`config.mk`:
```
export PLATFORM = sky130hd
export DESIGN_NAME = mux_scan_serializer
export DESIGN_NICKNAME = d
export VERILOG_FILES = /design/src/rtl/mux_ser_pkg.sv /design/src/rtl/mux_nx1.sv /design/src/rtl/mux_scan_serializer.sv
export SDC_FILE = /design/constraint.sdc
export NUM_CORES = 1
export LEC_CHECK = 0
export ABC_AREA = 1
export CAP_MARGIN = 20
export CELL_PAD_IN_SITES_DETAIL_PLACEMENT = 1
export CELL_PAD_IN_SITES_GLOBAL_PLACEMENT = 2
export CORE_ASPECT_RATIO = 1.25
export CORE_MARGIN = 8
export CORE_UTILIZATION = 28
export CTS_CLUSTER_SIZE = 25
export DETAILED_ROUTE_END_ITERATION = 10
export GPL_TIMING_DRIVEN = 0
export PLACE_DENSITY = 0.77
export SYNTH_ARGS = -nofsm -noshare
export SYNTH_HDL_FRONTEND = slang
export SYNTH_HIERARCHICAL = 1
export SYNTH_SLANG_ARGS = --single-unit
```
`constraint.sdc`:
```
create_clock -name clk -period 3.6 [get_ports clk]
set_clock_uncertainty 0.05 [all_clocks]
set_input_delay 0.36 -clock clk [delete_from_list [all_inputs] [get_ports clk]]
set_output_delay 0.36 -clock clk [all_outputs]
set_load 0.01 [all_outputs]
```
`src/rtl/mux_ser_pkg.sv`:
```
// Shared types and helpers for the mux-scan serializer and its select datapath.
package mux_ser_pkg;

  localparam int unsigned DEF_WIDTH = 8;

  typedef enum logic {
    IDLE  = 1'b0,
    SHIFT = 1'b1
  } state_e;

  // Select advance: down for MSB-first, up for LSB-first; caller truncates to SEL_W.
  function automatic logic [31:0] next_sel(input logic [31:0] sel, input logic msb_first);
    return msb_first ? (sel - 32'd1) : (sel + 32'd1);
  endfunction

endpackage

```
`src/rtl/mux_nx1.sv`:
```
// Parameterised combinational N:1 bit selector.
module mux_nx1 #(
  parameter  int unsigned WIDTH = 8,
  localparam int unsigned SEL_W = $clog2(WIDTH)
) (
  input  logic [WIDTH-1:0] data,
  input  logic [SEL_W-1:0] sel,
  output logic             y_c
);

  assign y_c = data[sel];

endmodule

```
`src/rtl/mux_scan_serializer.sv`:
```
// Accepts a parallel word and streams it out one bit per beat by walking a mux select.
module mux_scan_serializer
  import mux_ser_pkg::*;
#(
  parameter  int unsigned WIDTH = DEF_WIDTH,
  localparam int unsigned SEL_W = $clog2(WIDTH)
) (
  input  logic             clk,
  input  logic             rst_n,
  input  logic [WIDTH-1:0] in_data,
  input  logic             in_msb_first,
  input  logic             in_valid,
  output logic             in_ready,
  output logic             ser_out,
  output logic             ser_valid,
  input  logic             ser_ready,
  output logic             ser_last,
  output logic [SEL_W-1:0] sel,
  output logic             busy
);

  localparam logic [SEL_W-1:0] LAST_IDX = SEL_W'(WIDTH - 1);

  state_e           state, state_d;
  logic [WIDTH-1:0] held_word, held_word_d;
  logic             msb_first, msb_first_d;
  logic [SEL_W-1:0] sel_d;
  logic [SEL_W-1:0] count, count_d;
  logic             in_ready_d, ser_valid_d, ser_last_d, busy_d;

  // Next-state, datapath and registered-output decode.
  always_comb begin
    state_d     = state;
    held_word_d = held_word;
    msb_first_d = msb_first;
    sel_d       = sel;
    count_d     = count;

    case (state)
      IDLE: begin
        if (in_valid) begin
          held_word_d = in_data;
          msb_first_d = in_msb_first;
          sel_d       = in_msb_first ? LAST_IDX : '0;
          count_d     = '0;
          state_d     = SHIFT;
        end
      end
      SHIFT: begin
        if (ser_ready) begin
          if (count == LAST_IDX) begin
            state_d = IDLE;
          end else begin
            count_d = count + SEL_W'(1);
            sel_d   = SEL_W'(next_sel(32'(sel), msb_first));
          end
        end
      end
      default: state_d = IDLE;
    endcase

    in_ready_d  = (state_d == IDLE);
    ser_valid_d = (state_d == SHIFT);
    busy_d      = (state_d == SHIFT);
    ser_last_d  = (state_d == SHIFT) && (count_d == LAST_IDX);
  end

  always_ff @(posedge clk) begin
    if (!rst_n) begin
      state     <= IDLE;
      held_word <= '0;
      msb_first <= 1'b0;
      sel       <= '0;
      count     <= '0;
      in_ready  <= 1'b1;
      ser_valid <= 1'b0;
      ser_last  <= 1'b0;
      busy      <= 1'b0;
    end else begin
      state     <= state_d;
      held_word <= held_word_d;
      msb_first <= msb_first_d;
      sel       <= sel_d;
      count     <= count_d;
      in_ready  <= in_ready_d;
      ser_valid <= ser_valid_d;
      ser_last  <= ser_last_d;
      busy      <= busy_d;
    end
  end

  // Only combinational output: held word bit at the registered select.
  mux_nx1 #(.WIDTH(WIDTH)) u_mux (
    .data (held_word),
    .sel  (sel),
    .y_c  (ser_out)
  );

endmodule

```
# Word level (Yosys, flattened, before mapping)
# Cells that the tools add are included.
# totals
ff_bits,18
latchBits,0
ramBits,0
rom_bits,0
in_bits,13
out_inout_bits,8
elab_cells,37
mem_count,0
# op_classes
n_addsub,3
multipliers,0
div,0
n_lt_le_gt_ge,1
n_eq_ne,5
n_shift,0
mux,16
n_bitwise,2
reduce_logical,3
# op_table
cell,n
3-bit 2-to-1 mux,8
3-bit one-hot mux with 2 select lines,2
"3-bit by 1-bit adder with 3-bit output, second input constant",2
"3-bit equality test, second input constant",2
"2-bit inequality test, second input constant",3
"3-bit by 4-bit < comparator with 1-bit output, second input constant",1
1-bit 2-to-1 mux,4
1-bit binary-select mux with 3-bit select,1
3-bit AND reduction,1
"3-bit by 1-bit subtractor with 3-bit output, second input constant",1
1-bit NOT,2
1-bit one-hot mux with 2 select lines,1
2-bit AND reduction,1
1-bit logical AND,1

# Logic depth before layout (Yosys ltp)
# logic_depth
ltp_word,6
ltp_mapped,9

# Modules after synthesis
# The synthesis kept the hierarchy.
# by_module_without_submodules
mod,n_inst,cells_per_inst,area_each_um2
mux_scan_serializer,1,117,872.1
mux_nx1,1,28,110.1

# Worst setup path before layout
# Ideal clock, no wire load.
# synth_path
kind,register to register
startpoint,reg sel[0]
endpoint,reg sel[1]
setup_ns,0.070
arrival_time_ns,1.347
required_time_ns,3.480
path_slack_ns,2.134
path_stages_with_launch,6
path_buffers,0
period_less_slack_ns,1.466
path_cell_list,dfxtp_1 inv_1 fa_1 o21ai_0 nand2_1 a21oi_1
# synth_between
elab_chain_cells,5
word_cells_on_any_way,6
# synth_rtl
item,line,rtl
start: declaration,mux_scan_serializer.sv:18,"output logic [SEL_W-1:0] sel,"
start signal: assignment,mux_scan_serializer.sv:83,sel <= sel_d;
3-bit by 1-bit adder with 3-bit output or 3-bit by 1-bit subtractor with 3-bit output (tied branches),mux_ser_pkg.sv:13,return msb_first ? (sel - 32'd1) : (sel + 32'd1);
3-bit 2-to-1 mux (*),mux_ser_pkg.sv:13,
3-bit 2-to-1 mux (*),mux_scan_serializer.sv:51,if (count == LAST_IDX) begin
3-bit 2-to-1 mux (*),mux_scan_serializer.sv:50,if (ser_ready) begin
3-bit one-hot mux with 2 select lines (*),mux_scan_serializer.sv:39,case (state)
# Every way passes the cells marked *; elsewhere a longest branch is shown, timed or not. The select of a mux whose other input is x is not followed.
# A chain may end at the register's enable or synchronous reset.

# Worst setup path after layout
# layout_path
startpoint,reg sel[0]
endpoint,out ser_out
# layout_between
elab_chain_cells,2
# layout_rtl
item,line,rtl
1-bit binary-select mux with 3-bit select,mux_nx1.sv:11,assign y_c = data[sel];
1-bit 2-to-1 mux (implied by the code),mux_nx1.sv:11,
end: declaration,mux_scan_serializer.sv:14,"output logic ser_out,"
# No other way between the ends. The select of a mux whose other input is x is not followed.

==> results.toml <==
[timing]
relSlewSlack_pct = 75.34
period_share_pct = 58.72
fmax_ghz = 0.4730
period_minus_slack_ns = 2.114
fin_setup_tns_ns = 0
drv_slew = 0
worst_pin_slew_ns = 0.3698
hold_viol_final = 0
setup_viol = 0
rsz0062_at_grt = "false"

[yosys]
ys_top_cells_by_area = "dfxtp_1, nand2_1, nor2_1"
synth_top_family_by_area = "simple AND/OR/NAND/NOR gates"
ys_top_cells_by_count = "nand2_1, nor2_1, inv_1"
ys_ff_latch = 18
synth_edf_count = 0
synthMuxAreaShare_pct = 0
yosysTopAreaCell = "dfxtp_1"
async_flop_share_pct = 0
ys.flop_type = "dfxtp_1"
synth_area_um2 = 982.2
ys_warn_count = 6
synth_top_area_share_pct = 36.69
avgSynthCellArea_um2 = 6.774
synthCells = 145
synth-compound-area-share_pct = 9.299
synthSimpleGateAreaFrac_pct = 35.16
synth_fa_ha_area_share_pct = 4.586
ys_types = 21
yosys.area_share.xor_xnor_pct = 0
synth-seq-area-share_pct = 36.69
synth.most_common_cell = "nand2_1"
syn-num-nets = 161

[critical_path]
cp-start-kind = "register"
critPathKind = "reg -> out"
cp.required_ns = 3.19
cpMostUsedCell = "nand2_1"
crit_path_max_incr_delay_ns = 0.53
cp_max_fo = 9
r2r_cells = 5
critical_path_arrival_ns = 1.70
cpMaxStageDelayCell = "clkdlybuf4s50_1"
end_kind = "output pin"
crit_chain = "inv_2, nand2_1, nand3_1, nand2_1, nand2_1, nand2_1, clkdlybuf4s50_1"

[drt]
vias_per_cell = 4.457
drtPass1Iterations = 2
routed_wl_mm = 2.491
drc = 0
wl_per_cell_um = 11.98
vias = 927
drtIter0Drc = 11
antenna_left = 0

[place]
dpl.hpwl_mm = 2.104
io_buffers = 20
dpl_cell_area_um2 = 1231
place.gp.congestion = 0.7553

[final_layout]
fillCellCount = 449
final_core_util_pct = 37.57
final_area_um2 = 1286
final_nets = 186
n_antenna_cell = 0
layout-drive-gt1-share_pct = 14.79
syn_to_final_growth_pct = 30.96

[grt]
use_met2_pct = 17.82
grtUsageMet3_pct = 2.699
grt_pass1_wl_mm = 4.229
grt_max_degree = 11
grt.met1_usage_pct = 10.01
grt_overflow = 0
grt_busiest_layer = "met2"
antenna_found_initial = 0
grt_usage_pct = 9.800
grt_pass1_vias = 973

[floorplanning]
ioPinCount = 21
fp.dieW_um = 68.98
initial_core_util_pct = 28.69
core_area_um2 = 3423
core.rowCount = 24
die_height_um = 82.22
die_area_um2 = 5671

[clock_tree]
cts_hold_buf = 0
cts_resized = 0
cts-root-buf = "clkbuf_8"
cts_max_level = 1
clk_latency_ns = 0.25
clk_path_buf_depth = 2
tritoncts = "built"
cts_buffers = 3
cts_sinks = 18
clkTransAtPathRegs_ns = 0.07
post_cts_buffers = 0

[power]
ir_drop_mv = 0.2376
p_leak_uw = 0.0006055
p_per_area_nw_per_um2 = 393.7

[worst_hold_path]
worstHoldPathType = "reg -> reg"
worstHoldPathCells = 2

[outcome]
status = "complete, no violations"

[run]
max_cap_violations = 0
-- sequential cells by signal, summed over array words and instances, names as in the netlist --
register / cells
held_word: 8
count: 3
sel: 3
in_ready: 1
msb_first: 1
ser_last: 1
state: 1
-- worst max-delay path, delay by kind of cell, from the launching register on --
family / cells / cell delay, ns
buffers and inverters: 2 / 0.62
flip-flops: 1 / 0.50
AND/OR/NAND/NOR: 5 / 0.33
-- cell usage in the layout (no fill, tap or decap) --
master / count
fa_1: 1
nand2_1: 32
a21oi_1: 4
a21boi_2: 1
buf_1: 1
nand3_4: 1
nand3b_1: 1
inv_2: 5
o21ai_1: 10
buf_4: 1
buf_6: 2
clkdlybuf4s50_1: 20
inv_1: 21
ha_1: 2
dfxtp_1: 18
nand2_2: 5
clkbuf_8: 4
o21ai_0: 2
nand2_4: 1
nor2_2: 4
inv_6: 1
nand3_1: 10
nor2_1: 22
-- cell families (layout without fill, tap and decap cells) --
| logic type | after synthesis | in the layout |
|---|---|---|
| compound gates | 17 | 17 |
| fa+ha+maj | 3 | 3 |
| buf+inv | 31 | 55 |
| flops | 18 | 18 |
| simple gates | 76 | 76 |
-- through the flow --
stage	instances	hold slack, ns	worst slack (ns)	total power, uW
floorplan	145	0.4050	2.134	296.4
global placement	204	0.4153	1.747	342.8
detailed placement	204	0.4263	1.736	347.2
CTS	208	0.4440	1.443	519.1
global route	208	0.4640	1.354	539.7
finish	208	0.4339	1.486	506.3
-- final cells by class --
class,instances,area [um2],area share [%]
flip-flops and latches,18,360.3,28.02
well taps,39,48.80,3.794
multi-input cells,96,481.7,37.45
clock buffers,4,55.05,4.280
repair buffers,20,200.2,15.56
plain buffers,4,33.78,2.626
inverters,27,106.4,8.269
-- layer usage --
layer,share of wire (%),wire length [um],up-vias
met5,0,0,-
met4,0.64,16,0
met3,5.3,132,2
met2,55,1365,11
met1,39,976,427
li1,-,-,487
-- path summary, 6_finish.rpt --
check | end | slack, ns | start
hold reg to reg | held_word[3] | 0.43 | held_word[3]
setup / recovery | ser_out | 1.49 | sel[0]
hold / removal | held_word[3] | 0.43 | held_word[3]
setup reg to reg | sel[1] | 2.03 | sel[0]
-- power breakdown --
part	leakage (uW)	internal, uW	switching (uW)
Clock	0.0000288	97.2	70.2
Sequential	0.000149	213	12.3
Combinational	0.000428	54.8	58.8
(Power assumes the default switching activity.)
